## config.mk

```make
export PLATFORM = sky130hd
export DESIGN_NAME = run_ctrl
export DESIGN_NICKNAME = d
export VERILOG_FILES = /design/src/rtl/run_ctrl_pkg.sv /design/src/rtl/run_cycle_counter.sv /design/src/rtl/run_ctrl.sv
export SDC_FILE = /design/constraint.sdc
export NUM_CORES = 1
export LEC_CHECK = 0
export ABC_AREA = 1
export CAP_MARGIN = 20
export CORE_MARGIN = 5
export CORE_UTILIZATION = 42
export CTS_CLUSTER_SIZE = 28
export DETAILED_ROUTE_END_ITERATION = 8
export GPL_ROUTABILITY_DRIVEN = 1
export PLACE_DENSITY = 0.94
export SLEW_MARGIN = 20
export SYNTH_ARGS = -nofsm -noshare
export SYNTH_HDL_FRONTEND = slang
export SYNTH_SLANG_ARGS = --single-unit
```

## constraint.sdc

```tcl
create_clock -name clk -period 2.95 [get_ports clk]
set_clock_uncertainty 0.05 [all_clocks]
set_input_delay 0.59 -clock clk [delete_from_list [all_inputs] [get_ports clk]]
set_output_delay 0.59 -clock clk [all_outputs]
set_load 0.05 [all_outputs]
```

## src/rtl/run_ctrl_pkg.sv

```systemverilog
// run_ctrl_pkg: shared state encoding and default constants for the run controller
package run_ctrl_pkg;

    typedef enum logic [1:0] {IDLE, ARM, RUN, HALT} run_state_t;

    localparam int          ADDR_W_DEF    = 5;
    localparam logic [31:0] HALT_WORD_DEF = 32'hFFFF_FFFF;

endpackage

```

## src/rtl/run_cycle_counter.sv

```systemverilog
// run_cycle_counter: saturating executed-cycle counter with limit compare
module run_cycle_counter #(
    parameter int CYC_W = 16
) (
    input  logic             clk,
    input  logic             rst_n,
    input  logic             clr,
    input  logic             en,
    input  logic [CYC_W-1:0] limit,
    output logic [CYC_W-1:0] count,
    output logic             hit
);

    // hit flags the enabled cycle that brings the count up to a non-zero limit
    always_comb begin
        hit = en && (limit != '0) && (count == limit - CYC_W'(1));
    end

    // clear wins over enable; the count sticks at all-ones instead of wrapping
    always_ff @(posedge clk or negedge rst_n) begin
        if (!rst_n)
            count <= '0;
        else if (clr)
            count <= '0;
        else if (en && count != '1)
            count <= count + CYC_W'(1);
    end

endmodule

```

## src/rtl/run_ctrl.sv

```systemverilog
// run_ctrl: loads the instruction memory, then releases and gates the core until halt or cycle limit
module run_ctrl
    import run_ctrl_pkg::*;
#(
    parameter int                 ADDR_W    = ADDR_W_DEF,
    parameter int                 INSTR_W   = 32,
    parameter int                 CYC_W     = 16,
    parameter logic [INSTR_W-1:0] HALT_WORD = INSTR_W'(HALT_WORD_DEF)
) (
    input  logic               clk,
    input  logic               rst_n,
    input  logic               load_valid,
    input  logic [INSTR_W-1:0] load_data,
    input  logic               load_last,
    output logic               load_ready,
    input  logic               start,
    input  logic               step_mode,
    input  logic               step,
    input  logic [CYC_W-1:0]   max_cycles,
    input  logic [INSTR_W-1:0] instr,
    output logic               imem_we,
    output logic [ADDR_W-1:0]  imem_waddr,
    output logic [INSTR_W-1:0] imem_wdata,
    output logic               cpu_rst_n,
    output logic               cpu_en,
    output logic               busy,
    output logic               done,
    output logic               timeout,
    output logic [CYC_W-1:0]   cycle_count
);

    run_state_t        state, state_d;
    logic [ADDR_W-1:0] wptr;
    logic              full;
    logic              load_ok;
    logic              accept;
    logic              halt_fetch;
    logic              hit;

    run_cycle_counter #(.CYC_W(CYC_W)) u_cnt (
        .clk   (clk),
        .rst_n (rst_n),
        .clr   (state == ARM),
        .en    (cpu_en),
        .limit (max_cycles),
        .count (cycle_count),
        .hit   (hit)
    );

    // output decode and next state; a load accepted alongside start always wins
    always_comb begin
        load_ok    = (state == IDLE) || (state == HALT);
        load_ready = load_ok && !full;
        accept     = load_valid && load_ready;
        halt_fetch = instr == HALT_WORD;
        cpu_en     = (state == RUN) && !halt_fetch && (!step_mode || step);
        imem_we    = accept;
        imem_waddr = wptr;
        imem_wdata = load_data;
        busy       = (state == ARM) || (state == RUN);
        done       = state == HALT;
        state_d    = state;
        case (state)
            IDLE:    state_d = (start && !accept) ? ARM : IDLE;
            ARM:     state_d = RUN;
            RUN:     state_d = (halt_fetch || hit) ? HALT : RUN;
            HALT:    state_d = accept ? IDLE : (start ? ARM : HALT);
            default: state_d = IDLE;
        endcase
    end

    // state register, registered core reset and sticky limit flag for the last run
    always_ff @(posedge clk or negedge rst_n) begin
        if (!rst_n) begin
            state     <= IDLE;
            cpu_rst_n <= 1'b0;
            timeout   <= 1'b0;
        end else begin
            state     <= state_d;
            cpu_rst_n <= state_d != IDLE;
            if (state == ARM)
                timeout <= 1'b0;
            else if (state == RUN && hit)
                timeout <= 1'b1;
        end
    end

    // write pointer; wrapping past the top without a last word marks the memory full
    always_ff @(posedge clk or negedge rst_n) begin
        if (!rst_n) begin
            wptr <= '0;
            full <= 1'b0;
        end else if (accept) begin
            wptr <= load_last ? '0 : wptr + ADDR_W'(1);
            full <= !load_last && (wptr == '1);
        end else if (load_ok && full && load_valid && load_last) begin
            wptr <= '0;
            full <= 1'b0;
        end
    end

endmodule

```

# [Word level (Yosys, flattened, before mapping)]
# Index checks and enable logic that the tools add are counted.
[op_classes] addsub=3 multipliers=0 div_mod_pow=0 order_cmp=0 eq_ne=7 shift=0 mux=14 bitwise=0 n_reduce_logical=28
[ops] cell="== test 32 bit (second input constant)" n=1
[ops] cell="2-to-1 mux 16 bit" n=2
[ops] cell="adder 16 x 1 -> 16 bit (second input constant)" n=1
[ops] cell="== test 16 bit" n=1
[ops] cell="inequality test 16 bit (second input constant)" n=1
[ops] cell="nonzero test 16 bit" n=1
[ops] cell="subtractor 16 x 1 -> 16 bit (second input constant)" n=1
[ops] cell="2-to-1 mux 5 bit" n=3
[ops] cell="logical AND 1 bit" n=13
[ops] cell="case mux 2 bit (4 select lines)" n=1
[ops] cell="nonzero test 2 bit" n=4
[ops] cell="2-to-1 mux 1 bit" n=6
[ops] cell="adder 5 x 1 -> 5 bit (second input constant)" n=1
[ops] cell="== test 5 bit (second input constant)" n=1
[ops] cell="zero test 1 bit" n=5
[ops] cell="== test 2 bit (second input constant)" n=2
[ops] cell="logical OR 1 bit" n=4
[ops] cell="2-to-1 mux 2 bit" n=2
[ops] cell="== test 2 x 1 -> 1 bit (second input constant)" n=1
[ops] cell="zero test 2 bit" n=1
[totals] register_bits=26 latch_bits=0 ram_bits=0 rom_bits=0 inputBits=87 out_inout_bits=60 wordCells=58 n_memories=0

# [Longest topological paths before layout]
# Gate-level depths: netlist of run 1.
[depth] depth_word=10 mapped_depth=16 mapped_depth_nobuf=16

# [Hierarchy]
# Synthesis of run 1 repeated with hierarchy kept, for this count alone.
[unflattened] hier_cells=424 area_unflattened_um2=2691.3
[by_module_without_submodules] mod="run_cycle_counter" n_inst=1 cells_per_inst=297 area_each_um2=1741.7 seq_area_each_um2=400.4
[by_module_without_submodules] mod="run_ctrl" n_inst=1 cells_per_inst=127 area_each_um2=949.7 seq_area_each_um2=250.2

# [Worst setup path before layout of run 1]
# OpenSTA, ideal clock, no wires.
[synth_timing] path_kind="input port to flip-flop" startpoint="input port instr[1]" endpoint="register u_cnt.count[14]" setup_ps=135 t_arrival_ps=2396 required_time_ps=2765 slack_ps=370 path_stages=11 n_path_buf=1 cell_sequence="nand2_1 nor2_1 nand2_1 nor2_1 a21oi_1 o31ai_4 nand2_4 inv_2 buf_6 nand2_1 o31ai_1"
[synth_via] elab_chain_len=6
[synth_rtl] item="start: declaration" line_no="run_ctrl.sv:20" source="input logic [INSTR_W-1:0] instr,"
[synth_rtl] item="== test 32 bit" line_no="run_ctrl.sv:55" source="halt_fetch = instr == HALT_WORD;"
[synth_rtl] item="zero test 1 bit" line_no="run_ctrl.sv:56" source="cpu_en = (state == RUN) && !halt_fetch && (!step_mode || step);"
[synth_rtl] item="logical AND 1 bit (2 in series)" line_no="run_ctrl.sv:56"
[synth_rtl] item="named net cpu_en" line_no="run_ctrl.sv:25" source="output logic cpu_en,"
[synth_rtl] item="logical AND 1 bit" line_no="run_cycle_counter.sv:25" source="else if (en && count != '1)"
[synth_rtl] item="nonzero test 2 bit (no source line)"
[synth_rtl] item="end signal: assignment" line_no="run_cycle_counter.sv:26" source="count <= count + CYC_W'(1);"
[synth_rtl] item="end: declaration" line_no="run_cycle_counter.sv:10" source="output logic [CYC_W-1:0] count,"
# The timed path passes the listed nets, and every way through them passes these cells.
# A chain may end at the register's enable or synchronous reset.

# [Worst setup path in the final report of run 1]
[layout_timing] startpoint="register state[0]" endpoint="output port load_ready"
[layout_via] elab_chain_len=3 elab_cells_between_ends=4 cone_classes="eq/ne: 1; reduce/logical: 3"
[layout_rtl] item="start: declaration" line_no="run_ctrl.sv:32" source="run_state_t state, state_d;"
[layout_rtl] item="start signal: assignment" line_no="run_ctrl.sv:79" source="state <= state_d;"
[layout_rtl] item="== test 2 bit or zero test 2 bit (tied branches)" line_no="run_ctrl.sv:52" source="load_ok = (state == IDLE) || (state == HALT);"
[layout_rtl] item="logical OR 1 bit (*)" line_no="run_ctrl.sv:52"
[layout_rtl] item="logical AND 1 bit (*)" line_no="run_ctrl.sv:53" source="load_ready = load_ok && !full;"
[layout_rtl] item="end: declaration" line_no="run_ctrl.sv:15" source="output logic load_ready,"
# Mark *: on every way between the ends. The rest lies on a longest branch, timed or not.

==> qor.yml, run 1 <==
outcome:
  status: "completed"
route:
  drc_errors: 0
  routedWlPerCell_um: 13.2
  route.vias.total: 2600
  wirelength_mm: 6.97
  antenna_left: 0
  firstDrtPassIters: 4
  drtIter0Drc: 115
  viasPerCell: 4.94
hold_path:
  hp-class: "register to register"
place:
  place.gp.congestion: 0.909
  placed_area_sq_um: 3230
  hpwl_mm: 5.64
  dp_worst_setup_slack_ns: 0.208
  port_buffers: 82
timing:
  fmax_mhz: 373
  period_share_pct: 90.8
  setup_tns_ns: 0
  hold_violations: 0
  min_period_ns: 2.68
  setup_viol: 0
  worstMarginPinSlew_ns: 0.722
  slew_viol_final: 0
  worst_slack_ns: 0.271
  max-slew-margin-rel_pct: 51.8
  grt_setup_unrepaired: "no"
die:
  floorplan.initialDensity_pct: 43.4
  coreArea_sq_um: 5920
  die_w_um: 88.2
  io_pins: 147
  dieArea_sq_um: 7790
  fp.dieH_um: 88.2
  placementRows: 28
yosys:
  ys_ff_latch: 26
  synth-edff-count: 0
  avgSynthCellArea_sq_um: 6.40
  synth_nets: 498
  ys_top_cells_by_count: "nand2_1 (122), nor2_1 (57), inv_1 (49)"
  async_flop_share_pct: 100
  ys.flop_type: "dfrtp_1"
  synth.most_common_cell: "nand2_1"
  synth_area_leader_cell: "dfrtp_1"
  syn_inst: 402
  synth_top_area_share_pct: 25.3
  yosys_warnings: 0
  ys_types: 29
  ys_top_cells_by_area: "dfrtp_1 (25%), nand2_1 (18%), buf_4 (9.6%)"
  ys_seq_area_share_pct: 25.3
  syn-cell-area_sq_um: 2570
cells_and_area:
  drive_gt1_share_pct: 3.33
  fillerInstances: 531
  num_antenna_cells: 0
  nNetsFinal: 548
  fin_util_pct: 55.7
  final_area_sq_um: 3300
  area_delta_synth_final_pct: 28.3
pwr:
  p_sw_w: 0.00103
  powerDensity_nw_per_um2: 626
  p_int_w: 0.00104
  power_frac_clock_pct: 14.5
  ir_drop_mv: 0.549
  leakage_nw: 1.53
  p_seq_share_pct: 25.2
  pwr-share-comb_pct: 60.3
  p_sw_share_pct: 49.9
global_route:
  track_usage_pct: 18.3
  grt_pass1_vias: 2613
  antenna_found_initial: 0
  grt_pass1_wl_mm: 11.5
  grt_max_degree: 27
  gr-total-overflow: 0
setup_path:
  path_max_fanout: 4
  crit_type: "register to output pin"
  cp-start-kind: "register"
  crit_family: "buffers and inverters"
  crit_slowest_cell: "clkdlybuf4s50_1"
  max_stage_delay_ns: 0.82
  worstPathCellList: "inv_1 > ha_1 > nor2_1 > clkdlybuf4s50_1"
  crit_required_ns: 2.31
  worst-path-buf-inv: 2
  cp.arrival_ns: 2.04
  cp-end-kind: "output pin"
clock_network:
  clkSlewWorstSetupHoldPaths_ns: 0.09
  postCtsHoldBufs: 0
  cts_buffers: 3
  cts-resized-gates: 0
  clockBufferDepth: 2
  clock-sinks: 26
  clock-root-buffer: "clkbuf_8"
  clk-insertion-delay-late_ns: 0.27
  cts_max_level: 1
  cts_setup_buffers: 0
  cts_tree: "yes"
job:
  max-cap-violations: 0
## stage by stage
| step | hold WS, ns | power (W) | instances |
|---|---|---|---|
| floorplan | 0.244 | 0.00148 | 402 |
| global placement | 0.455 | 0.00174 | 522 |
| detailed placement | 0.469 | 0.00177 | 522 |
| CTS | 0.483 | 0.00207 | 526 |
| global route | 0.513 | 0.00221 | 526 |
| finish | 0.479 | 0.00207 | 526 |
## layer usage
metal	vias up	share of wire, %	GRT usage [%]
li1	1314	-	-
met1	1203	42	21.9
met2	71	50	32.6
met3	12	6.1	3.45
met4	0	1.4	6.32
met5	-	0	0
## power by group through the flow
stage	clock network [W]	logic, W	registers [W]
floorplan	0	0.000765	0.000711
global placement	0	0.00122	0.000525
detailed placement	0	0.00124	0.000528
CTS	0.000298	0.00125	0.000521
global route	0.000312	0.00136	0.000540
finish	0.000300	0.00125	0.000520
## worst paths after layout
kind / startpoint / to / slack, ns / depth (start not counted)
min in group asynchronous: rst_n / u_cnt.count[15]$_DFFE_PN0P_ / 0.68 / 2
worst min register to register: timeout$_DFFE_PN0P_ / timeout$_DFFE_PN0P_ / 0.48 / 2
worst max-delay path: state[0]$_DFF_PN0_ / load_ready / 0.27 / 4
worst min-delay path: timeout$_DFFE_PN0P_ / timeout$_DFFE_PN0P_ / 0.48 / 2
worst max register to register: u_cnt.count[0]$_DFFE_PN0P_ / u_cnt.count[12]$_DFFE_PN0P_ / 0.35 / 9
max in group asynchronous: rst_n / u_cnt.count[5]$_DFFE_PN0P_ / 1.92 / 2
## layout make-up
| class | instances | area, sq um | area share, % |
|---|---|---|---|
| Clock buffer | 3 | 41.3 | 1.25 |
| Clock inverter | 1 | 30.0 | 0.910 |
| Inverter | 51 | 191 | 5.80 |
| Multi-Input combinational cell | 286 | 1450 | 43.9 |
| Sequential cell | 26 | 651 | 19.7 |
| Tap cell | 75 | 93.8 | 2.84 |
| Timing Repair Buffer | 84 | 843 | 25.6 |
## logic make-up (layout without fill, tap and decap cells)
| group | after synthesis | in the layout | synth area share, % |
|---|---|---|---|
| flip-flops | 26 | 26 | 25.3 |
| AO/OA/AOI/OAI | 33 | 33 | 8.18 |
| AND/OR/NAND/NOR | 221 | 221 | 36.0 |
| XOR/XNOR | 23 | 23 | 7.83 |
| adder cells (fa/ha/maj) | 9 | 9 | 4.38 |
| buffers and inverters | 90 | 139 | 18.3 |
## placed cells by master (no fill, tap or decap), types with 2 or more instances in the layout
cell             count
nand2_1            122
clkdlybuf4s50_1     80
nor2_1              57
inv_1               49
dfrtp_1             26
nand3_1             21
xor2_1              17
o21ai_0             16
ha_1                 9
nor3_1               8
o31ai_1              7
a21oi_1              6
xnor2_1              6
nand3b_1             6
clkbuf_8             3
buf_4                3
inv_2                2
nand4_1              2
## state kept, by name, summed over array words and instances (netlist names)
name,flops
cpu_rst_n,1
timeout,1
state,2
full,1
u_cnt.count,16
imem_waddr,5
## worst register-to-register path: cells and delay by family, from the launching register on
kind | cells | cell delay, ns
flip-flops | 1 | 0.47
buffers and inverters | 1 | 0.23
AND/OR/NAND/NOR | 5 | 0.82
adder cells (fa/ha/maj) | 1 | 0.21
AO/OA/AOI/OAI | 2 | 0.72
(Power assumes the default switching activity.)
==> run 2: changes to the inputs <==
CAP_MARGIN = 30   (was 20)
CORE_UTILIZATION = 43   (was 42)
CTS_BUF_LIST = sky130_fd_sc_hd__clkbuf_2   (was unset)
PLACE_DENSITY = 0.95   (was 0.94)
==> run 2 against run 1 <==
Effect of this change: routed wire length fell by 1.1%; sequential cell count is the same; combinational power hardly changed; final cell count fell by 0.19%; largest cell class unchanged.
==> qor.yml, run 2 (synthesis results as in run 1) <==
cells_and_area:
  area_delta_synth_final_pct: 26.1  # was 28.3%
  final_cell_mix: "nand2_1 (122), clkdlybuf4s50_1 (80), nor2_1 (57)"  # unchanged
  fin_util_pct: 55.4  # was 55.7%
  final-instance-count-excl-fill: 525  # was 526
  nNetsFinal: 548  # unchanged
  final_area_sq_um: 3240  # was 3300 sq um
  largest_reg_flops: 16  # unchanged
  fillerInstances: 539  # was 531
  mostFrequentLayoutCell: "nand2_1"  # unchanged
  num_antenna_cells: 0  # unchanged
  top_register: "u_cnt.count"  # unchanged
  drive_gt1_share_pct: 3.11  # was 3.33%
clock_network:
  cts_tree: "yes"  # unchanged
  clkSlewWorstSetupHoldPaths_ns: 0.23  # was 0.09 ns
  clock-sinks: 26  # unchanged
  clockBufferDepth: 2  # unchanged
  clock-root-buffer: "clkbuf_2"  # was clkbuf_8
  cts-resized-gates: 0  # unchanged
  cts_setup_buffers: 0  # unchanged
  cts_max_level: 1  # unchanged
  cts_buffers: 3  # unchanged
  postCtsHoldBufs: 0  # unchanged
  clk-insertion-delay-late_ns: 0.34  # was 0.27 ns
place:
  port_buffers: 82  # unchanged
  place.gp.congestion: 0.919  # was 0.909
  placed_cells: 522  # unchanged
  placed_area_sq_um: 3230  # unchanged
  hpwl_mm: 5.77  # was 5.64 mm
route:
  antenna_left: 0  # unchanged
  route.vias.total: 2557  # was 2600
  drtIter0Drc: 120  # was 115
  viasPerCell: 4.87  # was 4.94
  wirelength_mm: 6.89  # was 6.97 mm
  routedWlPerCell_um: 13.1  # was 13.2 um
  firstDrtPassIters: 4  # unchanged
  drc_errors: 0  # unchanged
timing:
  period_share_pct: 92.5  # was 90.8%
  setup_viol: 0  # unchanged
  slew_viol_final: 0  # unchanged
  setup_tns_ns: 0  # unchanged
  hold_violations: 0  # unchanged
  fmax_mhz: 367  # was 373 MHz
  min_period_ns: 2.73  # was 2.68 ns
  max-slew-margin-rel_pct: 52.9  # was 51.8%
  worstMarginPinSlew_ns: 0.706  # was 0.722 ns
  grt_setup_unrepaired: "no"  # unchanged
pwr:
  powerDensity_nw_per_um2: 582  # was 626 nW/um^2
  p_seq_share_pct: 27.9  # was 25.2%
  ir_drop_mv: 0.540  # was 0.549 mV
  p_sw_w: 0.00101  # was 0.00103 W
  leakage_nw: 1.50  # was 1.53 nW
  power_frac_clock_pct: 6.8  # was 14.5%
  p_sw_share_pct: 53.3  # was 49.9%
  power_w: 0.00189  # was 0.00207 W
  pwr-share-comb_pct: 65.3  # was 60.3%
  p_int_w: 0.000881  # was 0.00104 W
setup_path:
  reg2reg_depth: 9  # unchanged
  crit_required_ns: 2.31  # about the same
  cp_num_cells: 4  # unchanged
  crit_family: "buffers and inverters"  # unchanged
  cp-end-kind: "output pin"  # unchanged
  critPathLaunch: "state[1]$_DFF_PN0_"  # was state[0]$_DFF_PN0_
  crit_slowest_cell: "clkdlybuf4s50_1"  # unchanged
  crit_type: "register to output pin"  # unchanged
  r2r_slack_ns: 0.46  # was 0.35 ns
  cp.arrival_ns: 2.09  # was 2.04 ns
  reg2reg_to: "u_cnt.count[4]$_DFFE_PN0P_"  # was u_cnt.count[12]$_DFFE_PN0P_
  worst-path-buf-inv: 2  # unchanged
  critPathCapture: "load_ready"  # unchanged
  path_max_fanout: 4  # unchanged
  max_stage_delay_ns: 0.81  # was 0.82 ns
  worstReg2RegStart: "u_cnt.count[0]$_DFFE_PN0P_"  # unchanged
  worstPathCellList: "inv_1 > ha_1 > nor2_1 > clkdlybuf4s50_1"  # unchanged
  cp-start-kind: "register"  # unchanged
die:
  coreArea_sq_um: 5850  # was 5920 sq um
  placementRows: 28  # unchanged
  dieArea_sq_um: 7630  # was 7790 sq um
  io_pins: 147  # unchanged
  fp.dieH_um: 87.3  # was 88.2 um
  floorplan.initialDensity_pct: 43.9  # was 43.4%
  die_w_um: 87.3  # was 88.2 um
outcome:
  status: "completed"  # unchanged
global_route:
  gr-total-overflow: 0  # unchanged
  grt_max_degree: 27  # unchanged
  grt_pass1_wl_mm: 11.3  # was 11.5 mm
  grt_pass1_vias: 2463  # was 2613
  track_usage_pct: 18.2  # was 18.3%
  antenna_found_initial: 0  # unchanged
hold_path:
  hp-class: "register to register"  # unchanged
job:
  max-cap-violations: 0  # unchanged
==> run 2: layer usage <==
metal | vias to the layer above | global-route usage, % | part of all wire [%]
li1 | 1312 | - | -
met1 | 1153 | 22.6 | 42
met2 | 77 | 32.1 | 49
met3 | 15 | 3.12 | 6.5
met4 | 0 | 5.16 | 1.6
met5 | - | 0 | 0
==> run 2: worst min path at each step <==
stage	from	end	slack [ns]	depth (start not counted)
6_report	timeout$_DFFE_PN0P_	timeout$_DFFE_PN0P_	0.49	2
5_1_grt	timeout$_DFFE_PN0P_	timeout$_DFFE_PN0P_	0.52	2
4_1_cts	timeout$_DFFE_PN0P_	timeout$_DFFE_PN0P_	0.49	2
3_5_place_dp	timeout$_DFFE_PN0P_	timeout$_DFFE_PN0P_	0.47	2
3_3_place_gp	timeout$_DFFE_PN0P_	timeout$_DFFE_PN0P_	0.46	2
2_1_floorplan	rst_n	cpu_rst_n$_DFF_PN0_	0.24	0
==> run 2: stage by stage <==
step / hold slack [ns] / worst slack (ns)
finish: 0.485 / 0.222
detailed placement: 0.466 / 0.253
global route: 0.522 / 0.0711
CTS: 0.491 / 0.207
floorplan: 0.244 / 0.370
global placement: 0.456 / 0.289
==> run 2: area by class of cell <==
| cell class | count | area (sq um) | area share (%) |
|---|---|---|---|
| Sequential cell | 26 | 651 | 20.1 |
| Clock buffer | 3 | 15.0 | 0.463 |
| Tap cell | 75 | 93.8 | 2.89 |
| Multi-Input combinational cell | 286 | 1450 | 44.7 |
| Inverter | 51 | 191 | 5.90 |
| Timing Repair Buffer | 84 | 843 | 26.0 |
==> run 2: worst reg2reg max path: cells and delay by family (launching register included) <==
kind / cells / cell delay, ns
buffers and inverters: 1 / 0.21
and+or+nand+nor: 5 / 0.76
AOI/OAI and AO/OA: 2 / 0.68
adders and majority gates: 1 / 0.21
DFF: 1 / 0.52
==> run 2: power by group through the flow <==
stage | logic, W | clock network, W | registers [W]
3_5_place_dp | 0.00124 | 0 | 0.000532
6_report | 0.00123 | 0.000129 | 0.000528
3_3_place_gp | 0.00121 | 0 | 0.000526
4_1_cts | 0.00124 | 0.000132 | 0.000526
5_1_grt | 0.00135 | 0.000146 | 0.000539
2_1_floorplan | 0.000765 | 0 | 0.000711
==> run 3: changes to the inputs <==
GPL_TIMING_DRIVEN = 1   (was unset)
REMOVE_ABC_BUFFERS = 1   (was unset)
==> run 3 against run 2 <==
Effect of this change: sequential power is 1% lower; total power fell by 0.12%; core utilization is the same; sequential share of layout area stayed put; critical path type unchanged; highest routed layer unchanged.
==> qor.yml, run 3 (synthesis results as in run 1) <==
die:
  die_w_um: 87.3  # unchanged
  fp.dieH_um: 87.3  # unchanged
  coreArea_sq_um: 5850  # unchanged
  io_pins: 147  # unchanged
  dieArea_sq_um: 7630  # unchanged
  floorplan.initialDensity_pct: 43.9  # unchanged
  placementRows: 28  # unchanged
cells_and_area:
  num_antenna_cells: 0  # unchanged
  nNetsFinal: 548  # unchanged
  mostFrequentLayoutCell: "nand2_1"  # unchanged
  final_cell_mix: "nand2_1 (122), clkdlybuf4s50_1 (80), nor2_1 (57)"  # unchanged
  largest_reg_flops: 16  # unchanged
  final-instance-count-excl-fill: 525  # unchanged
  top_register: "u_cnt.count"  # unchanged
  area_delta_synth_final_pct: 26.1  # unchanged
  final_area_sq_um: 3240  # unchanged
  drive_gt1_share_pct: 3.11  # unchanged
outcome:
  status: "completed"  # unchanged
route:
  wirelength_mm: 7.78  # was 6.89 mm
  drtIter0Drc: 90  # was 120
  route.vias.total: 2618  # was 2557
  antenna_left: 0  # unchanged
  firstDrtPassIters: 4  # unchanged
  drc_errors: 0  # unchanged
  viasPerCell: 4.99  # was 4.87
  routedWlPerCell_um: 14.8  # was 13.1 um
global_route:
  track_usage_pct: 20.0  # was 18.2%
  antenna_found_initial: 0  # unchanged
  grt_pass1_vias: 2587  # was 2463
  grt_pass1_wl_mm: 12.0  # was 11.3 mm
  grt_max_degree: 27  # unchanged
  gr-total-overflow: 0  # unchanged
setup_path:
  worstPathCellList: "inv_1 > ha_1 > nor2_1 > clkdlybuf4s50_1"  # unchanged
  r2r_slack_ns: 0.45  # was 0.46 ns
  path_max_fanout: 4  # unchanged
  crit_type: "register to output pin"  # unchanged
  crit_family: "buffers and inverters"  # unchanged
  reg2reg_to: "u_cnt.count[14]$_DFFE_PN0P_"  # was u_cnt.count[4]$_DFFE_PN0P_
  crit_required_ns: 2.31  # about the same
  cp-start-kind: "register"  # unchanged
  worst-path-buf-inv: 2  # unchanged
  worstReg2RegStart: "u_cnt.count[0]$_DFFE_PN0P_"  # unchanged
  max_stage_delay_ns: 0.82  # was 0.81 ns
  cp-end-kind: "output pin"  # unchanged
  crit_slowest_cell: "clkdlybuf4s50_1"  # unchanged
  reg2reg_depth: 9  # unchanged
  cp.arrival_ns: 2.13  # was 2.09 ns
clock_network:
  postCtsHoldBufs: 0  # unchanged
  cts-resized-gates: 0  # unchanged
  cts_buffers: 3  # unchanged
  cts_tree: "yes"  # unchanged
  cts_setup_buffers: 0  # unchanged
  cts_max_level: 1  # unchanged
  clockBufferDepth: 2  # unchanged
  clk-insertion-delay-late_ns: 0.34  # about the same
  clock-sinks: 26  # unchanged
  clkSlewWorstSetupHoldPaths_ns: 0.23  # about the same
  clock-root-buffer: "clkbuf_2"  # unchanged
pwr:
  powerDensity_nw_per_um2: 582  # about the same
  ir_drop_mv: 0.682  # was 0.540 mV
  power_w: 0.00189  # about the same
  leakage_nw: 1.50  # unchanged
place:
  port_buffers: 82  # unchanged
  place.gp.congestion: 0.903  # was 0.919
  hpwl_mm: 6.54  # was 5.77 mm
  placed_cells: 522  # unchanged
  placed_area_sq_um: 3230  # unchanged
timing:
  setup_tns_ns: 0  # unchanged
  slew_viol_final: 0  # unchanged
  grt_setup_unrepaired: "no"  # unchanged
  hold_violations: 0  # unchanged
  max-slew-margin-rel_pct: 53.8  # was 52.9%
  fmax_mhz: 362  # was 367 MHz
  period_share_pct: 93.8  # was 92.5%
  hold_ws_ns: 0.511  # was 0.485 ns
  worstMarginPinSlew_ns: 0.693  # was 0.706 ns
  setup_viol: 0  # unchanged
  min_period_ns: 2.77  # was 2.73 ns
job:
  max-cap-violations: 0  # unchanged
hold_path:
  hp-class: "primary input to async pin"  # was register to register
## run 3: worst max-delay path by stage
stage | start | endpoint | slack (ns) | cells past startpoint
floorplan | instr[1] | u_cnt.count[7]$_DFFE_PN0P_ | 0.33 | 10
global placement | max_cycles[0] | cpu_rst_n$_DFF_PN0_ | 0.31 | 15
detailed placement | max_cycles[0] | cpu_rst_n$_DFF_PN0_ | 0.25 | 15
CTS | state[0]$_DFF_PN0_ | load_ready | 0.15 | 4
global route | state[0]$_DFF_PN0_ | load_ready | 0.04 | 4
finish | state[0]$_DFF_PN0_ | load_ready | 0.18 | 4
## run 3: layer usage
layer / vias up / global-route usage, % / share of wire (%)
met2: 112 / 31.6 / 44
met4: 0 / 3.63 / 0.72
met5: - / 6.29 / 0
li1: 1313 / - / -
met1: 1186 / 25.0 / 43
met3: 7 / 8.70 / 12
## run 3: area by class of cell
type | count | area, sq um
repair buffers | 84 | 843
well taps | 75 | 93.8
fillers | 539 | 2610
multi-input cells | 286 | 1450
inverters | 51 | 191
clock buffers | 3 | 15.0
flip-flops and latches | 26 | 651
## run 3: where the power goes
part / switching (W) / internal, W / total [W]
logic: 0.000815 / 0.000424 / 0.00124
registers: 0.0000916 / 0.000429 / 0.000521
clock network: 0.0000994 / 0.0000277 / 0.000127
total: 0.00101 / 0.000881 / 0.00189
## run 3: per-stage QoR
step / utilization (%) / setup slack (ns)
floorplan: - / 0.325
global placement: 55.2 / 0.311
detailed placement: 55.2 / 0.247
CTS: 55.4 / 0.154
global route: 55.4 / 0.0393
finish: 55.4 / 0.184
